`src/rtl/branch_predictor_if.sv`:
```
// Bundles the IF-stage lookup, EXE-stage training and perf-counter signals
// exchanged between the pipeline controller and the branch predictor.
interface branch_predictor_if #(
   parameter int memAddrWidth = 15,
   parameter int CNT_W        = 32
);

   logic [memAddrWidth-1:0] IF_pc;
   logic                    BP_taken;
   logic [memAddrWidth-1:0] BP_target_pc;

   logic                    E_En;
   logic                    E_Branch_taken;
   logic [memAddrWidth-1:0] EXE_pc;
   logic [memAddrWidth-1:0] EXE_target_pc;
   logic                    Flush;
   logic                    Stall_MA;

   logic [CNT_W-1:0]        br_cnt;
   logic [CNT_W-1:0]        miss_cnt;

   // Pipeline side: presents PCs and branch resolutions, consumes predictions.
   modport master (
      output IF_pc,
      output E_En,
      output E_Branch_taken,
      output EXE_pc,
      output EXE_target_pc,
      output Flush,
      output Stall_MA,
      input  BP_taken,
      input  BP_target_pc,
      input  br_cnt,
      input  miss_cnt
   );

   // Predictor side: the mirror image of the pipeline view.
   modport slave (
      input  IF_pc,
      input  E_En,
      input  E_Branch_taken,
      input  EXE_pc,
      input  EXE_target_pc,
      input  Flush,
      input  Stall_MA,
      output BP_taken,
      output BP_target_pc,
      output br_cnt,
      output miss_cnt
   );

endinterface

```
`src/rtl/branch_predictor.sv`:
```
// IF-stage dynamic branch predictor: a direct-mapped branch target buffer
// with one 2-bit saturating direction counter per entry. Lookup is purely
// combinational on the IF PC; training happens on the clock edge from the
// branch resolution reported by EXE. Two saturating perf counters track
// resolved control-flow instructions and mispredict flushes.
module branch_predictor #(
   parameter int memAddrWidth = 15,
   parameter int ENTRIES      = 16,
   parameter int CNT_W        = 32
) (
   input  logic               clk,
   input  logic               rst,
   branch_predictor_if.slave  bus
);

   localparam int IDX_W = $clog2(ENTRIES);
   localparam int TAG_W = memAddrWidth - IDX_W - 2;

   // Direction counter encoding: bit 1 is the predicted direction.
   localparam logic [1:0] CTR_STRONG_NT = 2'b00;
   localparam logic [1:0] CTR_WEAK_NT   = 2'b01;
   localparam logic [1:0] CTR_WEAK_T    = 2'b10;
   localparam logic [1:0] CTR_STRONG_T  = 2'b11;

   logic [ENTRIES-1:0]      r_valid;
   logic [TAG_W-1:0]        r_tag    [ENTRIES];
   logic [memAddrWidth-1:0] r_target [ENTRIES];
   logic [1:0]              r_ctr    [ENTRIES];

   logic [CNT_W-1:0]        r_brCnt;
   logic [CNT_W-1:0]        r_missCnt;

   logic [IDX_W-1:0]        w_ridx;
   logic [TAG_W-1:0]        w_rtag;
   logic                    w_hit;
   logic                    w_bpTaken;
   logic [memAddrWidth-1:0] w_bpTarget;

   logic [IDX_W-1:0]        w_widx;
   logic [TAG_W-1:0]        w_wtag;
   logic                    w_whit;
   logic                    w_upd;
   logic [1:0]              w_ctrCur;
   logic [1:0]              w_ctrInc;
   logic [1:0]              w_ctrDec;

   logic                    w_unusedPcBits;

   // The two low PC bits are always zero for aligned instructions and never
   // take part in indexing or tag comparison.
   assign w_unusedPcBits = ^{bus.IF_pc[1:0], bus.EXE_pc[1:0]};

   assign w_ridx = bus.IF_pc[IDX_W+1:2];
   assign w_rtag = bus.IF_pc[memAddrWidth-1:IDX_W+2];

   assign w_widx = bus.EXE_pc[IDX_W+1:2];
   assign w_wtag = bus.EXE_pc[memAddrWidth-1:IDX_W+2];

   // Training only happens when EXE holds a control-flow instruction and the
   // memory stage is not stalled, so a held E_En trains exactly once.
   assign w_upd  = bus.E_En & ~bus.Stall_MA;

   // Lookup reads the registered table directly; a same-cycle write to the
   // same entry is not bypassed and becomes visible on the next cycle. The
   // reset term keeps the outputs quiet for the whole time reset is held.
   always_comb begin
      w_hit      = 1'b0;
      w_bpTaken  = 1'b0;
      w_bpTarget = '0;
      if (!rst && r_valid[w_ridx] && (r_tag[w_ridx] == w_rtag)) begin
         w_hit      = 1'b1;
         w_bpTaken  = r_ctr[w_ridx][1];
         w_bpTarget = r_target[w_ridx];
      end
   end

   assign bus.BP_taken     = w_bpTaken & w_hit;
   assign bus.BP_target_pc = w_bpTarget;

   // Hit detection and saturating counter steps for the entry being trained.
   always_comb begin
      w_whit   = r_valid[w_widx] && (r_tag[w_widx] == w_wtag);
      w_ctrCur = r_ctr[w_widx];
      w_ctrInc = w_ctrCur;
      w_ctrDec = w_ctrCur;
      if (w_ctrCur != CTR_STRONG_T) begin
         w_ctrInc = w_ctrCur + 2'b01;
      end
      if (w_ctrCur != CTR_STRONG_NT) begin
         w_ctrDec = w_ctrCur - 2'b01;
      end
   end

   // Table training: strengthen or weaken a hitting entry, and allocate or
   // replace the entry only on a taken miss. JAL/JALR arrive as taken, so a
   // changed JALR target simply overwrites the stored target on a hit.
   always_ff @(posedge clk or posedge rst) begin
      if (rst) begin
         r_valid <= '0;
         for (int i = 0; i < ENTRIES; i++) begin
            r_tag[i]    <= '0;
            r_target[i] <= '0;
            r_ctr[i]    <= CTR_WEAK_NT;
         end
      end else if (w_upd) begin
         if (w_whit) begin
            if (bus.E_Branch_taken) begin
               r_ctr[w_widx]    <= w_ctrInc;
               r_target[w_widx] <= bus.EXE_target_pc;
            end else begin
               r_ctr[w_widx]    <= w_ctrDec;
            end
         end else if (bus.E_Branch_taken) begin
            r_valid[w_widx]  <= 1'b1;
            r_tag[w_widx]    <= w_wtag;
            r_target[w_widx] <= bus.EXE_target_pc;
            r_ctr[w_widx]    <= CTR_WEAK_T;
         end
      end
   end

   // Perf counters count each resolved instruction and each mispredict
   // flush once, sticking at all-ones instead of wrapping.
   always_ff @(posedge clk or posedge rst) begin
      if (rst) begin
         r_brCnt   <= '0;
         r_missCnt <= '0;
      end else if (w_upd) begin
         if (r_brCnt != '1) begin
            r_brCnt <= r_brCnt + 1'b1;
         end
         if (bus.Flush && (r_missCnt != '1)) begin
            r_missCnt <= r_missCnt + 1'b1;
         end
      end
   end

   assign bus.br_cnt   = r_brCnt;
   assign bus.miss_cnt = r_missCnt;

endmodule
```
`src/flat_wrapper.sv`:
```
// flat-port wrapper written by rule: the top's interface ports become plain ports
module branch_predictor_flat 
#(
   parameter int memAddrWidth = 15,
   parameter int ENTRIES      = 16,
   parameter int CNT_W        = 32
)
  (clk, rst, bus_IF_pc, bus_E_En, bus_E_Branch_taken, bus_EXE_pc, bus_EXE_target_pc, bus_Flush, bus_Stall_MA, bus_BP_taken, bus_BP_target_pc, bus_br_cnt, bus_miss_cnt);
  branch_predictor_if #(.memAddrWidth(memAddrWidth), .CNT_W(CNT_W)) bus_i ();
  input  logic clk;
  input  logic rst;
  input wire logic [$bits(bus_i.IF_pc)-1:0] bus_IF_pc;
  input wire logic [$bits(bus_i.E_En)-1:0] bus_E_En;
  input wire logic [$bits(bus_i.E_Branch_taken)-1:0] bus_E_Branch_taken;
  input wire logic [$bits(bus_i.EXE_pc)-1:0] bus_EXE_pc;
  input wire logic [$bits(bus_i.EXE_target_pc)-1:0] bus_EXE_target_pc;
  input wire logic [$bits(bus_i.Flush)-1:0] bus_Flush;
  input wire logic [$bits(bus_i.Stall_MA)-1:0] bus_Stall_MA;
  output wire logic [$bits(bus_i.BP_taken)-1:0] bus_BP_taken;
  output wire logic [$bits(bus_i.BP_target_pc)-1:0] bus_BP_target_pc;
  output wire logic [$bits(bus_i.br_cnt)-1:0] bus_br_cnt;
  output wire logic [$bits(bus_i.miss_cnt)-1:0] bus_miss_cnt;
  assign bus_i.IF_pc = bus_IF_pc;
  assign bus_i.E_En = bus_E_En;
  assign bus_i.E_Branch_taken = bus_E_Branch_taken;
  assign bus_i.EXE_pc = bus_EXE_pc;
  assign bus_i.EXE_target_pc = bus_EXE_target_pc;
  assign bus_i.Flush = bus_Flush;
  assign bus_i.Stall_MA = bus_Stall_MA;
  assign bus_BP_taken = bus_i.BP_taken;
  assign bus_BP_target_pc = bus_i.BP_target_pc;
  assign bus_br_cnt = bus_i.br_cnt;
  assign bus_miss_cnt = bus_i.miss_cnt;
  branch_predictor #(.memAddrWidth(memAddrWidth), .ENTRIES(ENTRIES), .CNT_W(CNT_W)) u_core (.clk(clk), .rst(rst), .bus(bus_i));
endmodule
```
`config.mk`:
```
export PLATFORM = sky130hd
export DESIGN_NAME = branch_predictor_flat
export DESIGN_NICKNAME = d
export VERILOG_FILES = /design/src/rtl/branch_predictor_if.sv /design/src/rtl/branch_predictor.sv /design/src/flat_wrapper.sv
export SDC_FILE = /design/constraint.sdc
export NUM_CORES = 1
export LEC_CHECK = 0
export BUFFER_PORTS_ARGS = -buffer_cell sky130_fd_sc_hd__buf_2
export CORE_MARGIN = 2
export CORE_UTILIZATION = 65
export DETAILED_ROUTE_END_ITERATION = 8
export PLACE_DENSITY = 0.95
export SLEW_MARGIN = 20
export SYNTH_ARGS = -nofsm -noshare
export SYNTH_HDL_FRONTEND = slang
export SYNTH_SLANG_ARGS = --single-unit
```
`constraint.sdc`:
```
create_clock -name clk -period 33.4 [get_ports clk]
set_input_delay 6.68 -clock clk [delete_from_list [all_inputs] [get_ports clk]]
set_output_delay 6.68 -clock clk [all_outputs]
set_load 0.01 [all_outputs]
```
* After elaboration in Yosys (flattened, before gate mapping)
Cells that the tools add are included.
** Storage, ports and cells
- Bits in registers :: 496
- Input bits :: 51
- Output and inout bits :: 80
- Word-level logic and storage cells :: 129
** Operators by class
- $add $sub $neg :: 4
- $lt $le $gt $ge :: 6
- Equal/unequal tests :: 5
- Muxes and demuxes :: 39
- Bitwise gates (word level) :: 10
- Reductions and logical operators :: 14
** Operator list (count)
- bitwise mux 240 bit :: 1
- bitwise mux 144 bit :: 1
- 2-to-1 mux 32 bit :: 3
- binary-select mux 9 bit (select 4 bit) :: 2
- adder 32 x 1 -> 32 bit (second input constant) :: 2
- bitwise mux 32 bit :: 2
- inequality test 32 bit (second input constant) :: 2
- binary-select mux 15 bit (select 4 bit) :: 1
- demux 15 bit (select 4 bit) :: 1
- 2-to-1 mux 15 bit :: 4
- 2-to-1 mux 9 bit :: 5
- demux 9 bit (select 4 bit) :: 1
- OR 16 bit :: 2
- equality test 9 bit :: 2
- AND 16 bit :: 1
- binary-select mux 2 bit (select 4 bit) :: 2
- NOT 16 bit :: 1
- 2-to-1 mux 2 bit :: 7
- >= comparator 5 bit (second input constant) :: 2
- less-than comparator 4 x 5 -> 1 bit (second input constant) :: 2
- NOT 4 -> 5 bit :: 2
- binary-select mux 1 bit (select 4 bit) :: 2
- demux 2 bit (select 4 bit) :: 1
- AND reduction 2 bit :: 4
- 13 further kinds :: 25

* Logic depth before layout (Yosys ltp)
- Depth after elaboration :: 9
- Mapped depth :: 13
- Gate-level depth less buffers :: 8

* Least setup slack after synthesis
Ideal clock, no wire load.
- Path type :: input to output
- From :: in rst
- To :: out bus_BP_target_pc[10]
- Arrival time :: 18.198 ns
- Required time :: 26.720 ns
- Setup slack :: 8.522 ns
- Stages on the path :: 5
- Path buffers :: 1
- Cell sequence :: inv_1 > nand2_1 > or4_1 > clkbuf_1 > nor2b_1
** On the way
- Cells in the longest elaborated chain, start to end :: 4
** RTL lines
- start: declaration :: line flat_wrapper.sv:11 : input logic rst;
- zero test 1 bit :: line branch_predictor.sv:70 : if (!rst && r_valid[w_ridx] && (r_tag[w_ridx] == w_rtag)) begin
- logical AND 1 bit (2 in a row) :: line branch_predictor.sv:70
- 2-to-1 mux 15 bit :: line branch_predictor.sv:70
- end: declaration :: line flat_wrapper.sv:20 : output wire logic [$bits(bus_i.BP_target_pc)-1:0] bus_BP_target_pc;
Every way passes these cells.

* Worst setup path after layout
- From :: in bus_IF_pc[2]
- To :: out bus_BP_target_pc[8]
** On the way
- Cells in the longest elaborated chain, start to end :: 7
- Elaborated cells between the ends (all ways) :: 13
- Classes of those cells :: eq/ne: 1; mux: 9; bitwise: 1; reduce/logical: 2
** RTL lines
- start: declaration :: line flat_wrapper.sv:12 : input wire logic [$bits(bus_i.IF_pc)-1:0] bus_IF_pc;
- NOT 4 -> 5 bit (implied by the code) :: line branch_predictor.sv:70, branch_predictor.sv:73
- binary-select mux 9 bit (select 4 bit) :: line branch_predictor.sv:70
- 2-to-1 mux 9 bit (implied by the code) (2 in a row) :: line branch_predictor.sv:70
- equality test 9 bit :: line branch_predictor.sv:70
- logical AND 1 bit :: line branch_predictor.sv:70
- 2-to-1 mux 15 bit (*) :: line branch_predictor.sv:70
Mark *: on every way between the ends. The rest lies on a longest branch, timed or not. The select of a mux whose other input is x is not followed.

==> run metrics <==
status=complete, no violations; syn_nets=approximately 1700; worst min path class=flip-flop to flip-flop; Slew HR=27.65%; layout cell share with drive strength beyond 1=47.16%; first-pass GRT wire length=99850 microns; Final Wtd Congestion=0.8452; die area=0.03921 sq mm; filler-free cell count of the finished design=2311; Die W=198.0 microns; postcts setup bufs=0; hold path endpoint=u_core.bus.br_cnt[24]; Arrival @ worst endpoint=10.88 ns; clock skew=0.03123 ns; Fin Setup TNS=0 ns; slowest cell delay on critical path=between 0.9 and 1 ns; crit start category=input pin; Clock H-tree levels=2; Final ANT Viol Nets=0; Core Region=approximately 0.037 sq mm; ys flop type=dfrtp_1; total chip power=1.574 mW; top-area cell type share of the netlist area=approximately half; clk root buf=clkbuf_16; r2r endpoint=u_core.r_tag[66]; hold_sp=u_core.bus.br_cnt[24]; CTS sink cnt=496; CP dominant cell by count=mux2i_1; Synth Register Bits=496; synth warn=0; endpoints failing setup=0; fin area=0.02731 sq mm; synth cell count leaders=dfrtp_1, mux2_2, mux4_2; detailed-route vias per instance=7.037; FFs w/ async S/R, synth=100.0%; first-iteration detailed-routing DRC count=1938; Slowest cell on crit path=or4_1; worst skew pair latency=0.64 ns; RSZ-0062 raised after global routing=no; CP Max Fanout=66; Initial Util=65.41%; CTS resizes=0; final count of hold timing violations=0; worst reg2reg setup slack=around 30 ns; Leak=approximately 13 nW; top cell type by total area after synthesis=dfrtp_1; cell count after synthesis=1667; Required @ worst endpoint=around 27 ns; first-pass iteration count of the detailed router=7; FP Rows=71; top cells by area, synth=dfrtp_1, mux2_2, mux4_2, xnor2_1, dfstp_2; PD cells=roughly 58 mW/mm^2; DR WL/cell=around 28 microns; actual slew at the worst max-slew pin=between 1 and 1.5 ns; area of the mapped netlist=0.02446 sq mm; final hold slack=0.4904 ns; Fmax=0.05693 GHz; Post-route DRC=0; Worst Setup Path Type=input pin to output port; largest net degree at the start of global routing=208; Final Slew Violations=0; Tcrit/Tclk final=52.59%; grt ovf=0; R2R Path Start=u_core.r_tag[16]; max cap viols=0; Routed WL=64950 microns; Net count, final=1810; IO Pins=131; Critical Path Sink Type=output port; DP Area=0.02546 sq mm; r2r worst-path depth=8; dpl hpwl=36270 microns; placed cells=2214; post-synthesis sequential area ratio=50.82%; worst IR drop on VDD=0.00004917 V; Post-synth EDFFs=0; mean area per synthesized cell=14.68 sq um; Hold Path Cell Cnt=1; vias in the first global route=approximately 17000; Yosys cell types=61; Longest Clk Path Bufs=3; CP Cell Sequence=buf_6 -> buf_4 -> mux4_2 -> mux2i_1 -> mux2i_1 -> xnor2_1 -> nand4_1 -> or4_1 -> nor2b_1 -> buf_2; most common cell in the synthesized netlist=dfrtp_1; CTS tree=done; CTS buffer count=between 50 and 60; initial antenna violation count=2; hold_buf cts=0; P&R area growth vs syn=11.62%; DR vias=16260; Final min period=17.56 ns; Die Y=just under 200 microns; PortBufs=approximately 130; Total GRT Usage=33.90%; Worst-path clk slew=approximately 0.060 ns
-- per-stage QoR --
stage | setup WS, ns | utilization, %
finish | 15.84 | 73.02
CTS | 15.71 | 72.92
global placement | 15.93 | 68.09
global route | 15.50 | 73.01
detailed placement | 15.82 | 68.09
floorplan | 8.522 | -
-- logic make-up after synthesis --
group,count (synthesis),synth area share [%]
and+or+nand+nor,247,5.227
xor gates and xnor gates,74,2.649
DFF,496,50.82
buffers and inverters,146,2.562
muxes,584,34.57
adders and majority gates,3,0.1432
AOI/OAI and AO/OA,117,4.035
-- cells in the final DEF, fill, tap and decap left out, types with 17 or more instances in the layout --
master / count
a21oi_1: 20
buf_2: 124
buf_4: 26
clkbuf_16: 51
dfrtp_1: 480
inv_1: 28
mux2_2: 377
mux2i_1: 27
mux4_2: 170
nand2_1: 69
nand3_1: 36
nand4_1: 17
nor2_1: 35
nor2b_1: 25
xnor2_1: 58
-- state kept, by name, summed over array words and instances, names as in the netlist --
signal,cells
u_core.bus.miss_cnt,32
u_core.r_target,240
u_core.bus.br_cnt,32
u_core.r_valid,16
u_core.r_tag,144
u_core.r_ctr,32
-- final cells by class --
cell class | instances | area [sq um]
antenna | 2 | 5.005
tap | 511 | 639.4
multi-input combinational | 1025 | 11410
clock buffer | 74 | 1513
timing repair buffer | 154 | 894.6
inverter | 29 | 116.4
clock inverter | 20 | 295.3
fill | 2059 | 10090
sequential | 496 | 12430
-- worst max-delay path, delay by kind of cell --
family	cells	cell delay (ns)
multiplexers	3	0.94
AND/OR/NAND/NOR	3	1.30
buffers and inverters	3	1.61
XOR/XNOR	1	0.29
-- routing by layer --
metal	global-route usage (%)	share of wire (%)
met5	0	0
met4	18.77	5.7
met3	10.56	9.8
met2	53.86	49
met1	41.79	36
-- worst max-delay path by stage --
stage	cells after the start	startpoint	end
after floorplan	5	rst	bus_BP_target_pc[10]
after global placement	10	bus_IF_pc[2]	bus_BP_target_pc[7]
after detailed placement	10	bus_IF_pc[2]	bus_BP_target_pc[7]
after CTS	10	bus_IF_pc[2]	bus_BP_target_pc[8]
after global routing	10	bus_IF_pc[2]	bus_BP_target_pc[8]
final	10	bus_IF_pc[2]	bus_BP_target_pc[8]
-- where the power goes --
part / internal (mW) / total [mW] / switching, mW
Combinational: 0.127 / 0.228 / 0.101
Clock: 0.355 / 0.609 / 0.253
Sequential: 0.677 / 0.737 / 0.0602
No activity file was read; power rests on OpenSTA's default activity.
